[src/rtl/mux4_rr_arbiter.sv]
// Round-robin arbiter driving a shared 4:1 WIDTH-bit mux into a one-entry valid/ready output stage.
// Optional macro ARB_HOLD_EN lets the current owner keep the grant for up to HOLD_MAX consecutive beats.
module mux4_rr_arbiter #(
   parameter int WIDTH    = 4,
   parameter int HOLD_MAX = 4
) (
   input  logic             clk,
   input  logic             rst_n,
   input  logic [3:0]       req,
   input  logic [WIDTH-1:0] a,
   input  logic [WIDTH-1:0] b,
   input  logic [WIDTH-1:0] c,
   input  logic [WIDTH-1:0] d,
   output logic [3:0]       gnt,
   output logic [1:0]       s,
   output logic [WIDTH-1:0] y,
   output logic             y_valid,
   input  logic             y_ready
);

   typedef enum logic {
      EMPTY = 1'b0,
      FULL  = 1'b1
   } state_t;

   localparam bit CFG_OK = (HOLD_MAX >= 1);

   state_t           r_state;
   logic [1:0]       r_last;
   logic [1:0]       r_s;
   logic [WIDTH-1:0] r_y;

   logic             w_out_free;
   logic             w_accept;
   logic [1:0]       w_rr;
   logic [1:0]       w_win;
   logic [WIDTH-1:0] w_data;

   assign w_out_free = (r_state == EMPTY) || y_ready;
   assign w_accept   = CFG_OK && w_out_free && (|req);

   // Search starts one past the previous winner; k=4 wraps back onto last itself.
   always_comb begin
      logic       found;
      logic [1:0] idx;
      w_rr  = r_last;
      found = 1'b0;
      idx   = '0;
      for (int unsigned k = 1; k <= 4; k++) begin
         idx = r_last + 2'(k);
         if (!found && req[idx]) begin
            w_rr  = idx;
            found = 1'b1;
         end
      end
   end

`ifdef ARB_HOLD_EN
   localparam int HW = (HOLD_MAX > 1) ? $clog2(HOLD_MAX) : 1;

   logic [HW-1:0] r_hold_cnt;
   logic          r_owned;
   logic          w_hold;

   // No owner exists until the first grant after reset, so that one always comes from the search.
   assign w_hold = r_owned && req[r_last] && (r_hold_cnt < HW'(HOLD_MAX - 1));
   assign w_win  = w_hold ? r_last : w_rr;
`else
   assign w_win  = w_rr;
`endif

   always_comb begin
      unique case (w_win)
         2'd0:    w_data = a;
         2'd1:    w_data = b;
         2'd2:    w_data = c;
         default: w_data = d;
      endcase
   end

   always_comb begin
      gnt = '0;
      if (rst_n && w_accept) begin
         gnt[w_win] = 1'b1;
      end
   end

   always_ff @(posedge clk or negedge rst_n) begin
      if (!rst_n) begin
         r_state    <= EMPTY;
         r_y        <= '0;
         r_s        <= '0;
         r_last     <= 2'd3;
`ifdef ARB_HOLD_EN
         r_hold_cnt <= '0;
         r_owned    <= 1'b0;
`endif
      end else if (w_accept) begin
         r_state    <= FULL;
         r_y        <= w_data;
         r_s        <= w_win;
         r_last     <= w_win;
`ifdef ARB_HOLD_EN
         r_hold_cnt <= w_hold ? r_hold_cnt + 1'b1 : '0;
         r_owned    <= 1'b1;
`endif
      end else if (w_out_free) begin
         r_state    <= EMPTY;
      end
   end

   assign y       = r_y;
   assign s       = r_s;
   assign y_valid = (r_state == FULL);

endmodule
[config.mk]
export PLATFORM = sky130hd
export DESIGN_NAME = mux4_rr_arbiter
export DESIGN_NICKNAME = d
export VERILOG_FILES = /design/src/rtl/mux4_rr_arbiter.sv
export SDC_FILE = /design/constraint.sdc
export NUM_CORES = 1
export LEC_CHECK = 0
export ABC_AREA = 1
export CORE_MARGIN = 2
export CORE_UTILIZATION = 25
export DETAILED_ROUTE_END_ITERATION = 16
export SYNTH_ARGS = -nofsm -noshare
export SYNTH_HDL_FRONTEND = slang
export SYNTH_SLANG_ARGS = --single-unit
export TNS_END_PERCENT = 1
[constraint.sdc]
create_clock -name clk -period 1.9 [get_ports clk]
set_clock_uncertainty 0.15 [all_clocks]
set_input_delay 0.285 -clock clk [delete_from_list [all_inputs] [get_ports clk]]
set_output_delay 0.285 -clock clk [all_outputs]
set_load 0.005 [all_outputs]
## After elaboration in Yosys (flattened, before gate mapping)

Index checks and enable logic that the tools add are counted.

- $add $sub $neg: 3
- Magnitude comparators: 6
- Equality and inequality tests: 2
- Muxes and demuxes: 21
- Bitwise operators: 1
- Reductions and logical operators: 13

Operator list:

| cell | number |
|---|---|
| $lt A2 B3 Y1 const B | 5 |
| $pmux W4 S3 | 1 |
| $mux W1 | 10 |
| $bmux W1 S2 | 4 |
| $mux W2 | 4 |
| $logic_and A1 B1 Y1 | 6 |
| $add A2 B2 Y2 const B | 2 |
| $mux W4 | 1 |
| $reduce_or A4 Y1 | 1 |
| $logic_not A1 Y1 | 3 |
| $add A2 B1 Y2 const B | 1 |
| $demux W1 S2 | 1 |
| $eq A2 B1 Y1 const B | 1 |
| $eq A2 B2 Y1 const B | 1 |
| $ge A2 B1 Y1 const B | 1 |
| $logic_not A2 Y1 | 1 |
| $reduce_bool A2 Y1 | 1 |
| $logic_or A1 B1 Y1 | 1 |
| $not A1 Y1 | 1 |

- Register bits after elaboration: 9
- Input bits: 23
- Output and inout port bits: 11

## Depth between registers and ports, before layout

Gate-level depths: netlist of the first run.

- Word-level depth: 18
- Depth in mapped cells: 16
- Gate-level depth less buffers: 15

## Worst setup path before layout of the first run

No wires, ideal clock.

- Kind: reg2out
- Start: register r_last[0]
- End: output gnt[2]
- Arrival: 1671 ps
- Required time: 1465 ps
- Path slack: -206 ps
- Stages on the path, launching flop included: 13
- Path buffers: 2
- Cell sequence: dfstp_2 -> buf_6 -> inv_4 -> nand2_1 -> nand2_2 -> nand2_2 -> nand2_4 -> o21ai_2 -> nand3_4 -> nand2_4 -> buf_6 -> inv_1 -> nor3_1

- Longest elaborated chain between the ends: 18
- Elaborated cells between the ends (all ways): 30
- Classes of those cells: add/sub: 3; order compare: 2; mux: 18; reduce/logical: 7

RTL lines:

| element | line | source |
|---|---|---|
| start, declared | 29 | `logic [1:0] r_last;` |
| start signal, assigned | 102 | `r_last <= w_win;` |
| $add A2 B1 Y2 | 50 | `idx = r_last + 2'(k);` |
| $bmux W1 S2 | 51 | `if (!found && req[idx]) begin` |
| $mux W1 (implied by the code) | 51 |  |
| $mux W1 | 51 |  |
| $logic_not A1 Y1 | 51 |  |
| $logic_and A1 B1 Y1 | 51 |  |
| $mux W1 | 51 |  |
| $logic_not A1 Y1 | 51 |  |
| (+2 left out) | n/a |  |
| $logic_not A1 Y1 | 51 |  |
| $logic_and A1 B1 Y1 | 51 |  |
| $mux W2 * | 51 |  |
| $lt A2 B3 Y1 (implied by the code) / $ge A2 B1 Y1 (equally long branches) | 84 | `gnt[w_win] = 1'b1;` |
| $logic_and A1 B1 Y1 (implied by the code) | 84 |  |
| $mux W1 (implied by the code) | 84 |  |
| $demux W1 S2 * | 84 |  |
| $mux W4 * | 83 | `if (rst_n && w_accept) begin` |
| end, declared | 14 | `output logic [3:0] gnt,` |

Every way passes the cells marked *; elsewhere a longest branch is shown, timed or not. The select of a mux whose other input is x is not followed.

## Worst setup path after layout of the first run

- Start: register r_last[0]
- End: output gnt[0]

Same word-level chain as after synthesis.

==> flow_metrics.env, run 1 <==
export IMPL_status="complete, but fails checks"
export IMPL_violations="setup timing"
export IMPL_core_rowCount=20
export IMPL_clk_pin_slew_worst_paths_ps=70
export IMPL_dieArea_sq_mm=0.003752
export IMPL_use_met3_pct=2.101
export IMPL_ys_warn_count=0
export IMPL_worst_ir_drop_vdd_uv=734.9
export IMPL_clock_sinks=9
export IMPL_io_pins=34
export IMPL_netlist_instances=124
export IMPL_finalMaxSlewViolations=0
export IMPL_place_area_sq_mm=0.001335
export IMPL_grt_usage_pct=14.46
export IMPL_place_ws_ps=-806.5
export IMPL_drive_gt1_share_pct=36.81
export IMPL_setup_viol=10
export IMPL_nets=206
export IMPL_dieWidth_um=61.26
export IMPL_critical_path_max_stage_delay_ps=650
export IMPL_htree_levels=1
export IMPL_start_util_pct=26.63
export IMPL_rr_worst_depth=16
export IMPL_setup_tns_ps=-4145
export IMPL_drt_iter0_markers=39
export IMPL_grt_busiest_layer="met2"
export IMPL_path_buf_inv=4
export IMPL_clock_path_buffers=2
export IMPL_antenna_found_initial=0
export IMPL_worstPathCellList="inv_4 -> nand2_1 -> nand2_2 -> nand2_4 -> nand2_4 -> inv_2 -> nand3_2 -> buf_4 -> nand3_4 -> nand2_4 -> nor3_4 -> buf_2"
export IMPL_grt_first_pass_wirelength_um=4119
export IMPL_worst_slack_ps=-549.2
export IMPL_die_y_um=61.26
export IMPL_maxCapViolCount=0
export IMPL_synth_seq_cells=9
export IMPL_hpwl_um=1926
export IMPL_num_antenna_cells=0
export IMPL_drt_pass1_iterations=4
export IMPL_reg2reg_from="r_last[0]"
export IMPL_place_inst=217
export IMPL_path_delay_family="simple AND/OR/NAND/NOR gates"
export IMPL_antenna_left=0
export IMPL_yosysSeqAreaShare_pct=27.79
export IMPL_leakagePower_nw=0.7110
export IMPL_post_route_period_util_pct=128.9
export IMPL_end_kind="output port"
export IMPL_vias_per_cell=4.451
export IMPL_ys_types=23
export IMPL_design_area_sq_mm=0.001466
export IMPL_worstPathMaxFanout=8
export IMPL_worstPathRequired_ps=1460
export IMPL_cts_buffers=3
export IMPL_hp_class="in2async"
export IMPL_coreArea_sq_mm=0.003078
export IMPL_worstSetupPathDepth=12
export IMPL_avgSynthCellArea_sq_um=6.609
export IMPL_cpMaxStageDelayCell="dfstp_2"
export IMPL_globalRouteMet2Util_pct=26.14
export IMPL_arrival_ps=2010
export IMPL_met1_usage_pct=17.37
export IMPL_syn_area_sq_um=819.5
export IMPL_drc=0
export IMPL_period_needed_ps=2449
export IMPL_syn_to_final_growth_pct=78.93
export IMPL_critPathLaunchType="register"
export IMPL_grt_max_degree=10
export IMPL_tightest_slew_ps=264.7
export IMPL_r2r_setup_slack_ps=-470
export IMPL_synth_fp_nets=147
export IMPL_overflow=0
export IMPL_drt_wl_total_um=2519
export IMPL_grt_pass1_vias=1044
export IMPL_insertion_delay_ps=260
export IMPL_hold_viol=0
export IMPL_fmax_ghz=0.4083
export IMPL_rsz0062_at_grt="yes"
export IMPL_place_congestion=0.8570
export IMPL_wl_per_cell_um=11.15
export IMPL_vias=1006
export IMPL_path_common_cell="nand2_4"
export IMPL_root_buffer="clkbuf_4"
export IMPL_power_density_mw_per_mm2=2032
export IMPL_cts_tree="built"
export IMPL_finalNonFillerCells=226
export IMPL_r2r_end="y[1]"
export IMPL_maxSlewHeadroom_pct=82.19
export IMPL_critPathKind="reg2out"
export IMPL_port_buffers=33
-- sequential cells by signal, indices dropped and copies added (netlist names) --
name,count
y,4
r_last,2
s,2
y_valid,1
-- how the worst max path moves through the flow --
stage / start / to
finish: r_last[0] / gnt[0]
global route: r_last[0] / gnt[0]
CTS: r_last[0] / gnt[0]
detailed placement: req[0] / gnt[1]
global placement: req[2] / gnt[0]
floorplan: r_last[0] / gnt[0]
-- power breakdown --
group	switching (mW)	total (mW)	leakage (nW)	internal [mW]
Combinational	1.32	2.45	0.590	1.13
Sequential	0.0840	0.383	0.103	0.299
Clock	0.0679	0.145	0.0177	0.0775
-- placed cells by master (no fill, tap or decap), drive strengths merged --
cell	synthesis	routed
dfstp	2	2
buf	3	28
nand2	61	61
o21ai	6	6
nor2	1	1
clkdlybuf4s50	0	29
clkbuf	0	3
inv	12	12
dfrtp	7	7
nor3	4	4
clkinv	0	1
nand3	12	12
nand4	8	8
nand3b	4	4
a21oi	3	3
nor4	1	1
-- final cells by class --
| type | count | area (sq um) |
|---|---|---|
| multi-input cells | 100 | 606.8 |
| fillers | 307 | 1612 |
| flip-flops and latches | 9 | 227.7 |
| repair buffers | 57 | 501.7 |
| inverters | 12 | 47.55 |
| clock inverters | 1 | 5.005 |
| clock buffers | 3 | 22.52 |
| well taps | 44 | 55.05 |
-- timing repair --
item,4_1_cts,5_1_grt
hold buffers,0,0
setup endpoints to repair,10,12
gates resized for setup,32,9
buffers inserted,4,1
pin swaps,8,1
-- cell families (layout without fill, tap and decap cells) --
kind of cell	Yosys count	after routing	share of synthesized area, %
AO/OA/AOI/OAI	9	9	6.412
flip-flops	9	9	27.79
buffers and inverters	15	73	9.466
AND/OR/NAND/NOR	91	91	56.34
-- worst reg2reg max path: cells and delay by family (launching register included) --
family,cells,cell delay [ps]
simple gates,10,780
compound gates,1,120
buf+inv,5,560
flops,1,650
-- synth_stat cells --
library cell  instances  area share [%]
o21ai_1               1            0.61
nand3b_1              4             3.7
nor2_4                1             1.4
nand3_4               1             2.1
dfrtp_1               7              21
nand2_1              52              24
o21ai_0               4             2.4
nand3_1               9             5.5
a21oi_1               2             1.2
dfstp_2               2             6.4
nand2_2               7             5.3
nand2_4               2             2.7
nand4_1               8             6.1
inv_2                 2            0.92
nor3_1                4             2.4
o21ai_2               1             1.1
nand3_2               2             2.4
nor4_1                1            0.76
inv_4                 1            0.76
buf_6                 2             2.7
a21oi_2               1             1.1
buf_4                 1            0.92
inv_1                 9             4.1
-- layer usage --
metal / up-vias / wire [um]
met3: 2 / 106
met5: - / 0
met2: 20 / 1291
li1: 527 / -
met4: 0 / 8
met1: 457 / 1112
-- per-stage QoR --
step	hold slack [ps]	util, %	total power, mW
2_1_floorplan	-160.6	-	1.691
6_report	184.7	47.64	2.979
3_3_place_gp	320.1	43.37	2.409
5_1_grt	206.5	47.64	3.252
4_1_cts	178.4	46.50	2.839
3_5_place_dp	315.1	43.37	2.436
Note: power is estimated with default switching activity, not from simulation.
==> run 2: changes to the inputs <==
Clock period 1.9 ns to 3 ns, I/O delays scaled along.
==> run 2 against run 1 <==
- largest power group unchanged
- critical path type is now in2out
- clock-buffer cell count increased by 1
- the run now ends clean
- non-clock buffer count fell by 14
- via count down 6.6%
- register-to-register slack gained 1300 ps
- critical endpoint is now gnt[1]
- routed wire length fell by 10%
- power fell by 49%
==> flow_metrics.env, run 2 (synthesized netlist as in run 1, its figures left out) <==
export IMPL_status="complete, no violations"
export IMPL_grt_usage_pct=13.33
export IMPL_maxSlewHeadroom_pct=71.47
export IMPL_place_area_sq_mm=0.001242
export IMPL_path_delay_family="buffers and inverters"
export IMPL_grt_max_degree=10
export IMPL_insertion_delay_ps=250
export IMPL_hpwl_um=1866
export IMPL_place_congestion=0.8232
export IMPL_syn_to_final_growth_pct=56.79
export IMPL_end_kind="output port"
export IMPL_layout_common_cells="52 x nand2_1, 29 x clkdlybuf4s50_1, 10 x buf_4"
export IMPL_hp_class="reg2reg"
export IMPL_path_common_cell="nand2_1"
export IMPL_internal_power_uw=751.2
export IMPL_start_util_pct=26.63
export IMPL_drc=0
export IMPL_hold_viol=0
export IMPL_critical_path_max_stage_delay_ps=530
export IMPL_antenna_found_initial=0
export IMPL_clk_pin_slew_worst_paths_ps=60
export IMPL_drive_gt1_share_pct=20.83
export IMPL_place_inst=207
export IMPL_worstHoldPathCells=2
export IMPL_cts_tree="built"
export IMPL_io_pins=34
export IMPL_path_buf_inv=4
export IMPL_die_y_um=61.26
export IMPL_pwr_share_clk_pct=6.0
export IMPL_finalNonFillerCells=212
export IMPL_cts_buffers=3
export IMPL_num_antenna_cells=0
export IMPL_dieArea_sq_mm=0.003752
export IMPL_rr_worst_depth=14
export IMPL_htree_levels=1
export IMPL_drt_iter0_markers=56
export IMPL_drt_pass1_iterations=4
export IMPL_whs_ps=340.6
export IMPL_coreArea_sq_mm=0.003078
export IMPL_overflow=0
export IMPL_switching_share_pct=50.76
export IMPL_wl_per_cell_um=10.64
export IMPL_core_rowCount=20
export IMPL_root_buffer="clkbuf_4"
export IMPL_r2r_setup_slack_ps=820
export IMPL_post_route_period_util_pct=92.09
export IMPL_worstPathCellList="clkdlybuf4s50_1 -> nand2_1 -> nand2_1 -> nand2_2 -> nand2_4 -> inv_2 -> nand3_2 -> nand2_1 -> nand2_2 -> inv_1 -> nor3_1 -> dlygate4sd2_1"
export IMPL_dieWidth_um=61.26
export IMPL_leakagePower_nw=0.6396
export IMPL_largest_reg_flops=4
export IMPL_finalMaxSlewViolations=0
export IMPL_design_area_sq_mm=0.001285
export IMPL_vias_per_cell=4.434
export IMPL_clock_path_buffers=2
export IMPL_antenna_left=0
export IMPL_period_needed_ps=2763
export IMPL_tightest_slew_ps=424.0
export IMPL_grt_pass1_vias=874
export IMPL_port_buffers=33
export IMPL_critPathKind="in2out"
export IMPL_critPathLaunchType="input port"
export IMPL_rsz0062_at_grt="no"
export IMPL_maxCapViolCount=0
export IMPL_p_switching_uw=774.3
export IMPL_power_density_mw_per_mm2=1187
export IMPL_p_seq_share_pct=15.7
export IMPL_fmax_ghz=0.3619
export IMPL_arrival_ps=2160
export IMPL_cts_hold_buffers=0
export IMPL_worstPathMaxFanout=5
export IMPL_fin_util_pct=41.75
export IMPL_nets=192
export IMPL_vias=940
export IMPL_clock_sinks=9
export IMPL_setup_viol=0
export IMPL_drt_wl_total_um=2255
export IMPL_mostFrequentLayoutCell="nand2_1"
export IMPL_cpMaxStageDelayCell="clkdlybuf4s50_1"
export IMPL_combPwrFrac_pct=78.3
export IMPL_worstSetupPathDepth=12
export IMPL_worstPathRequired_ps=2400
export IMPL_worst_ir_drop_vdd_uv=420.2
export IMPL_grt_first_pass_wirelength_um=3822
[run 2: repair_timing]
| item | in CTS | in global routing |
|---|---|---|
| gates resized for setup | 4 | 2 |
| endpoints found under the hold margin | 0 | 0 |
| setup endpoints to repair | 2 | 1 |
| setup buffers | 0 | 1 |
[run 2: tightest hold or removal path, cell delays in order (launching register included)]
cell and delay [ps]:
dfrtp_1 350, nand2_1 50, nand2_1 60
[run 2: power by group through the flow]
stage / combinational, mW / clock, mW / sequential, mW
after floorplan: 0.812 / 0 / 0.225
after global placement: 1.17 / 0 / 0.242
after detailed placement: 1.19 / 0 / 0.239
after CTS: 1.20 / 0.0933 / 0.241
after global routing: 1.36 / 0.102 / 0.247
final: 1.20 / 0.0915 / 0.239
[run 2: worst paths after layout]
| check | to | start |
|---|---|---|
| worst max-delay path | gnt[1] | req[0] |
| worst min-delay path | y[0] | y[0] |
| worst max register to register | y[3] | r_last[0] |
| worst min register to register | y[0] | y[0] |
| max in group asynchronous | r_last[0] | rst_n |
| min in group asynchronous | y_valid | rst_n |
[run 2: through the flow]
step	setup WS (ps)	setup TNS, ps	power [mW]
after floorplan	729.2	0	1.038
after global placement	-35.25	-38.62	1.412
after detailed placement	-63.19	-95.78	1.434
after CTS	34.89	0	1.532
after global routing	95.02	0	1.712
final	237.2	0	1.526
[run 2: cell type report]
cell class | instances | area, sq um
clock buffer | 4 | 26.28
fill | 336 | 1793
inverter | 12 | 47.55
multi-input combinational | 100 | 524.3
sequential | 9 | 227.7
tap | 44 | 55.05
timing repair buffer | 43 | 404.1
[run 2: routing by layer]
| metal | GRT usage (%) | vias up | wire (um) |
|---|---|---|---|
| met3 | 1.681 | 0 | 125 |
| li1 | - | 496 | - |
| met5 | 0 | - | 0 |
| met2 | 21.88 | 25 | 1041 |
| met1 | 18.40 | 419 | 1088 |
| met4 | 3.727 | 0 | 0 |
